===== src/rtl/mux_fault_pipe.sv =====
// Registered N-way mux with valid/ready handshake and single-bit fault engine.
// Ports: clk_i/rst_n_i; data_i/select_i/valid_i/ready_o in; data_o/valid_o/ready_i out;
//        fault_arm_i/clr_i/bit_i/type_i/delay_i/len_i control; fault_active_o/cnt_o status.
// Build option: define MUX_FAULT_INJ_EN to compile in the fault campaign engine.
module mux_fault_pipe #(
    parameter  int WIDTH  = 32,
    parameter  int NUM_IN = 2,
    localparam int SEL_W  = $clog2(NUM_IN),
    localparam int BIT_W  = $clog2(WIDTH)
) (
    input  logic                    clk_i,
    input  logic                    rst_n_i,
    input  logic [NUM_IN*WIDTH-1:0] data_i,
    input  logic [SEL_W-1:0]        select_i,
    input  logic                    valid_i,
    output logic                    ready_o,
    output logic [WIDTH-1:0]        data_o,
    output logic                    valid_o,
    input  logic                    ready_i,
    input  logic                    fault_arm_i,
    input  logic                    fault_clr_i,
    input  logic [BIT_W-1:0]        fault_bit_i,
    input  logic [1:0]              fault_type_i,
    input  logic [7:0]              fault_delay_i,
    input  logic [7:0]              fault_len_i,
    output logic                    fault_active_o,
    output logic [15:0]             fault_cnt_o
);

    logic             w_acc;
    logic [WIDTH-1:0] w_clean;
    logic [WIDTH-1:0] w_load;
    logic [WIDTH-1:0] r_data;
    logic             r_valid;

    assign ready_o = !r_valid || ready_i;
    assign w_acc   = valid_i && ready_o;
    assign data_o  = r_data;
    assign valid_o = r_valid;

    // Out-of-range selects match no channel and yield zero.
    always_comb begin
        w_clean = '0;
        for (int k = 0; k < NUM_IN; k++) begin
            if (select_i == SEL_W'(k))
                w_clean = data_i[k*WIDTH +: WIDTH];
        end
    end

    always_ff @(posedge clk_i or negedge rst_n_i) begin
        if (!rst_n_i) begin
            r_data  <= '0;
            r_valid <= 1'b0;
        end else if (w_acc) begin
            r_data  <= w_load;
            r_valid <= 1'b1;
        end else if (ready_i) begin
            r_valid <= 1'b0;
        end
    end

`ifdef MUX_FAULT_INJ_EN

    typedef enum logic [1:0] {
        S_IDLE,
        S_DELAY,
        S_ACTIVE,
        S_DONE
    } state_t;

    state_t           r_state;
    state_t           w_next;
    logic [BIT_W-1:0] r_bit;
    logic [1:0]       r_type;
    logic [7:0]       r_dly;
    logic [7:0]       r_len;
    logic [15:0]      r_cnt;
    logic             r_active;
    logic             w_fault_on;
    logic             w_arm_ok;
    logic [WIDTH-1:0] w_mask;

    assign w_arm_ok = fault_arm_i && (fault_type_i != 2'b00);

    // State register plus latched campaign fields and counters.
    always_ff @(posedge clk_i or negedge rst_n_i) begin
        if (!rst_n_i) begin
            r_state  <= S_IDLE;
            r_active <= 1'b0;
            r_bit    <= '0;
            r_type   <= '0;
            r_dly    <= '0;
            r_len    <= '0;
            r_cnt    <= '0;
        end else begin
            r_state  <= w_next;
            r_active <= (w_next == S_ACTIVE);
            if (!fault_clr_i) begin
                case (r_state)
                    S_IDLE: if (w_arm_ok) begin
                        r_bit  <= fault_bit_i;
                        r_type <= fault_type_i;
                        r_dly  <= fault_delay_i;
                        r_len  <= fault_len_i;
                    end
                    S_DELAY: if (w_acc) r_dly <= r_dly - 8'd1;
                    S_ACTIVE: if (w_acc && r_len != 8'd0) r_len <= r_len - 8'd1;
                    default: ;
                endcase
            end
            // Masked faults (value unchanged) are not counted.
            if (w_fault_on && w_acc && (w_load != w_clean) && (r_cnt != 16'hFFFF))
                r_cnt <= r_cnt + 16'd1;
        end
    end

    always_comb begin
        w_next = r_state;
        case (r_state)
            S_IDLE: if (w_arm_ok)
                w_next = (fault_delay_i == 8'd0) ? S_ACTIVE : S_DELAY;
            S_DELAY: if (w_acc && r_dly == 8'd1)
                w_next = S_ACTIVE;
            S_ACTIVE: if (w_acc && r_len == 8'd1)
                w_next = S_DONE;
            S_DONE:
                w_next = S_IDLE;
            default:
                w_next = S_IDLE;
        endcase
        if (fault_clr_i)
            w_next = S_IDLE;
    end

    // Bit indices at or beyond WIDTH produce an empty mask.
    always_comb begin
        w_fault_on = (r_state == S_ACTIVE);
        w_mask     = '0;
        for (int b = 0; b < WIDTH; b++)
            w_mask[b] = (r_bit == BIT_W'(b));
        w_load = w_clean;
        if (w_fault_on) begin
            case (r_type)
                2'b01:   w_load = w_clean & ~w_mask;
                2'b10:   w_load = w_clean | w_mask;
                2'b11:   w_load = w_clean ^ w_mask;
                default: w_load = w_clean;
            endcase
        end
    end

    assign fault_active_o = r_active;
    assign fault_cnt_o    = r_cnt;

`else

    logic w_unused;

    assign w_unused = ^{fault_arm_i, fault_clr_i, fault_bit_i,
                        fault_type_i, fault_delay_i, fault_len_i};
    assign w_load         = w_clean;
    assign fault_active_o = 1'b0;
    assign fault_cnt_o    = 16'd0;

`endif

endmodule


===== config.mk =====
export PLATFORM = sky130hd
export DESIGN_NAME = mux_fault_pipe
export DESIGN_NICKNAME = d
export VERILOG_FILES = /design/src/rtl/mux_fault_pipe.sv
export SDC_FILE = /design/constraint.sdc
export NUM_CORES = 1
export LEC_CHECK = 0
export CAP_MARGIN = 20
export CORE_MARGIN = 3
export CORE_UTILIZATION = 36
export DETAILED_ROUTE_END_ITERATION = 10
export GPL_TIMING_DRIVEN = 0
export MAX_ROUTING_LAYER = met4
export PLACE_DENSITY = 0.93
export SYNTH_ARGS = -nofsm -noshare
export SYNTH_HDL_FRONTEND = slang
export SYNTH_SLANG_ARGS = --single-unit

===== constraint.sdc =====
create_clock -name clk_i -period 1.5 [get_ports clk_i]
set_input_delay 0.225 -clock clk_i [delete_from_list [all_inputs] [get_ports clk_i]]
set_output_delay 0.225 -clock clk_i [all_outputs]
set_load 0.02 [all_outputs]

==> flow_metrics.py <==
metrics = {
    "global_routing": {
        "gr-usage-all-layers_pct": 17.9,
        "globalRoute.totalOverflow": 0,
        "grt_pass1_vias": 1710,
        "grt_pass1_wl_mm": 8.22,
        "grt_max_degree": 34,
        "antenna_found_initial": 0,
    },
    "drt": {
        "drt_pass1_iterations": 4,
        "vias": 1667,
        "drt_iter0_markers": 35,
        "ant_nets": 0,
        "drt-wirelength-per-cell_um": 14.5,
        "drc_errors": 0,
        "viasPerCell": 4.68,
        "routed_wl_mm": 5.16,
    },
    "cts": {
        "cts_max_path_buffers": 2,
        "htreeDepth": 2,
        "clockRootBuffer": "clkbuf_8",
        "cts_sinks": 33,
        "clk_pin_slew_ns": 0.06,
        "cts_hold_buf": 0,
        "post_cts_buffers": 0,
        "insertion_delay_ns": 0.27,
        "cts_tree": "yes",
        "cts-buffers-inserted": 5,
        "ctsResizeCount": 5,
    },
    "floorplan": {
        "core_area_mm2": 0.00482,
        "dieArea_mm2": 0.00597,
        "ios": 145,
        "initial_core_util_pct": 37.9,
        "fp-row-count": 25,
        "die_w_um": 77.2,
        "die_h_um": 77.2,
    },
    "critical_path": {
        "cp_cell_sequence": "clkdlybuf4s50_1",
        "critPathRequiredTime_ns": 1.27,
        "cp_num_buf_inv": 1,
        "path_delay_family": "buffers and inverters",
        "path_max_fanout": 2,
        "critPathKind": "reg -> out",
        "slowest_stage": "clkdlybuf4s50_1",
        "critPathMaxStageDelay_ns": 0.61,
        "cp-end-kind": "primary output",
        "start_kind": "flip-flop",
        "cp.arrival_ns": 1.23,
    },
    "final_layout": {
        "fillers": 416,
        "layout-drive-gt1-share_pct": 14.5,
        "final_common_cell": "clkdlybuf4s50_1",
        "utilization_pct": 64.5,
        "n_antenna_cell": 0,
        "layout.cells.non_filler": 356,
        "final_cell_mix": "69 x clkdlybuf4s50_1, 33 x dfrtp_1, 32 x mux2i_1, 32 x a21oi_1, 32 x a31oi_1",
        "design.final.nets": 383,
        "area_growth_pct": 70.1,
    },
    "pwr": {
        "p_switching_w": 0.000841,
        "power.share.sequential_pct": 39.5,
        "ir_drop_uv": 481,
        "p_comb_share_pct": 36.6,
        "cellPowerDensity_mw_per_mm2": 883,
        "power.total_w": 0.00274,
        "swShare_pct": 30.6,
        "p_int_w": 0.00190,
        "p_clk_share_pct": 24.0,
        "leakage_nw": 1.53,
    },
    "place": {
        "place_inst": 350,
        "port_buffers": 100,
        "place.gp.congestion": 0.695,
        "hpwl_mm": 4.04,
    },
    "timing": {
        "worstMarginPinSlew_ns": 0.742,
        "fmax_mhz": 687,
        "hold_viol": 0,
        "period_needed_ns": 1.46,
        "setup_viol": 0,
        "max-slew-margin-rel_pct": 50.5,
        "setup_tns_ns": 0,
        "finalCritPeriodShare_pct": 97.1,
        "hold_slack_ns": 0.0117,
        "rsz0062_at_grt": "no",
        "slew_viol_final": 0,
        "skew_ns": 0.00122,
    },
    "run_status": {
        "status": "finished clean",
    },
    "synthesis": {
        "synth_compound_area_share_pct": 19.7,
        "ys_seq_area_share_pct": 45.2,
        "ys_warn_count": 0,
        "synth_top_family_by_area": "compound AO/OA/AOI/OAI gates",
        "synth.distinct_cells": 12,
        "synthXorXnorAreaFrac_pct": 0,
        "syn_avg_cell_area_um2": 10.9,
        "synth.area.mux_share_pct": 17.5,
        "synthSimpleGateAreaFrac_pct": 1.10,
        "synthAdderAreaFrac_pct": 0,
        "synth-seq-cells": 33,
        "syn_inst": 167,
        "syn-cell-area_mm2": 0.00183,
    },
    "min_path": {
        "worstHoldPathType": "in -> async",
    },
    "job": {
        "drv_cap": 0,
    },
}
[per-stage QoR]
stage | area [µm²] | worst slack [ns]
CTS | 3050 | 0.0119
global placement | 2970 | -0.422
detailed placement | 2970 | -0.422
floorplan | 1890 | 0.396
global route | 3110 | 0.0000689
finish | 3110 | 0.0438
[layout make-up]
cell class                 instances  area [µm²]  share of cell area (%)
buffer                            34         285                    9.18
sequential                        33         826                    26.6
multi-input combinational        115         764                    24.6
clock buffer                       7        86.3                    2.78
timing repair buffer             100        1060                    34.2
tap                               67        83.8                    2.70
[worst reg2reg max path: stages (launching register included)]
cell      delay, ns
dfrtp_1        0.41
nand2b_4       0.09
buf_6          0.18
buf_6          0.16
a21oi_1        0.08
a31oi_1        0.15
[worst paths after layout]
path | startpoint | end | slack [ns] | depth (start not counted)
worst max register to register | valid_o$_DFFE_PN0P_ | data_o[9]$_DFFE_PN0P_ | 0.35 | 5
worst min register to register | data_o[10]$_DFFE_PN0P_ | data_o[10]$_DFFE_PN0P_ | 0.54 | 2
max in group asynchronous | rst_n_i | data_o[12]$_DFFE_PN0P_ | 1.01 | 1
worst min-delay path | rst_n_i | data_o[29]$_DFFE_PN0P_ | 0.01 | 1
worst max-delay path | data_o[6]$_DFFE_PN0P_ | data_o[6] | 0.04 | 1
min in group clk_i | valid_i | valid_o$_DFFE_PN0P_ | 0.29 | 2
[state kept, by name, indices dropped and copies added, names as in the netlist]
signal	count
data_o	32
valid_o	1
[cell usage after synthesis]
library cell / number / area share (%)
a21oi_1: 32 / 8.8
dfrtp_1: 33 / 45
buf_12: 3 / 3.3
a31oi_1: 32 / 11
conb_1: 1 / 0.21
nand2b_1: 1 / 0.34
nand2b_4: 1 / 0.75
mux2i_1: 32 / 18
buf_4: 21 / 8.6
buf_2: 6 / 1.6
buf_6: 4 / 2.5
clkbuf_1: 1 / 0.21
[per-layer routing]
metal	up-vias	track usage [%]	wire length, µm
met1	765	20.1	2060
met4	0	3.91	35
met5	-	-	0
met2	70	30.6	2660
met3	6	6.34	406
li1	826	-	-
[power groups by stage]
stage / Clock (W) / Sequential, W / Combinational [W]
after floorplan: 0 / 0.00126 / 0.000349
after global placement: 0 / 0.00110 / 0.00102
after global routing: 0.000720 / 0.00110 / 0.00108
final: 0.000659 / 0.00108 / 0.00100
after detailed placement: 0 / 0.00110 / 0.00104
after CTS: 0.000680 / 0.00109 / 0.00104
[cell families after synthesis]
group | after synthesis
AO/OA/AOI/OAI | 64
other | 1
flip-flops | 33
AND/OR/NAND/NOR | 2
multiplexers | 32
buffers and inverters | 35
No activity file was read; power rests on OpenSTA's default activity.
==> RTL change, RTL diff (config.mk and constraints unchanged) <==
Add a define of `MUX_FAULT_INJ_EN`.
--- a/src/rtl/mux_fault_pipe.sv
+++ b/src/rtl/mux_fault_pipe.sv
@@ -2,6 +2,8 @@
 // Ports: clk_i/rst_n_i; data_i/select_i/valid_i/ready_o in; data_o/valid_o/ready_i out;
 //        fault_arm_i/clr_i/bit_i/type_i/delay_i/len_i control; fault_active_o/cnt_o status.
 // Build option: define MUX_FAULT_INJ_EN to compile in the fault campaign engine.
+`define MUX_FAULT_INJ_EN
+
 module mux_fault_pipe #(
     parameter  int WIDTH  = 32,
     parameter  int NUM_IN = 2,
Check against the original RTL: not equivalent (Yosys sat finds a counterexample within 4 cycles, from zero or initial values and one cycle with rst_n_i low).
==> RTL change against the unedited design <==
The flow now finishes with violations (negative setup slack). Core utilization down 0.69 points. Final area rose to 3.6 times the old value. First-iteration DRC count rose to 30 times the old value. Sequential cell count up 42. Setup slack worse by 2300 ps. Wire length rose to 5.7 times the old value. Power rose to 3.7 times the old value. Synthesized area rose to 3.6 times the old value.
==> RTL change: results (changes against the unedited design) <==
Run status
  • Status: finished with violations
  • Failing checks: negative setup slack

Global routing
  • Tot GR Track Use: 26.6% (+8.7 points)
  • Vias in the first global route: 7552 (+340%)
  • First-pass GRT wire length: 40.7 mm (+400%)

Route
  • WL per Instance: 24.0 um (+65%)
  • WL met1: 10.7 mm (+420%)
  • Final wirelength: 29.4 mm (+470%)
  • Drt pass-1 iters: 9 (+5)
  • DR WL met2: 13.5 mm (+410%)

Final layout
  • Layout cells sized above 1: 41.2% (+27 points)
  • Filler instances: 1193 (+190%)
  • Buffering overhead: 23.3% (-20 points)
  • Fraction of area in multi-input gates: 53.5% (+29 points)

Yosys
  • Syn Inst Count: 763 (+360%)
  • Post-Synth Adder-Cell Area: 13.2% (+13 points)
  • Top cells by count, synth: 94 x nand2_1, 75 x dfrtp_1, 69 x ha_1
  • Sequential share of the synthesized area: 28.7% (-16 points)

Setup path
  • Arrival @ worst endpoint: 4020 ps (+2790 ps)

STA
  • Slew @ Worst Pin: 1080 ps (+334 ps)
  • Fin worst setup slack: -2240 ps (-2280 ps)
  • Setup TNS: -61100 ps (-61100 ps)
  • Setup violators final: 74 (+74)

Placed design
  • Hpwl dp: 17.6 mm (+340%)
  • Port bufs: 142 (+42%)
  • Gp weighted congestion: 1.01 (+46%)

Floorplanning
  • Die area: 19800 um2 (+230%)

Clock network
  • H-tree depth: 3 (+1)

Pwr
  • PD cells: 899 nW/um2 (+1.8%)
RTL change: changes by cell type in the layout (fill, tap and decap cells not counted), moves of 32 or more:
cell,delta
mux2i_1,-32
nand2_1,+58
ha_1,+42
dlygate4sd2_1,+50
buf_4,+32
dfrtp_1,+38
nor2_1,+38
inv_1,+36
RTL change: final timing paths:
check                      slack [ps]             startpoint  cells after the start                          end
hold reg to reg                   470  data_o[2]$_DFFE_PN0P_                      1        data_o[2]$_DFFE_PN0P_
max in group asynchronous         720                rst_n_i                      3       data_o[17]$_DFFE_PN0P_
min in group clk_i                390            fault_clr_i                      2         r_state[1]$_DFF_PN0_
setup / recovery                -2240   r_bit[0]$_DFFE_PN0P_                     14  fault_cnt_o[13]$_DFFE_PN0P_
hold / removal                    220                rst_n_i                      2         r_bit[3]$_DFFE_PN0P_
setup reg to reg                -2240   r_bit[0]$_DFFE_PN0P_                     14  fault_cnt_o[13]$_DFFE_PN0P_
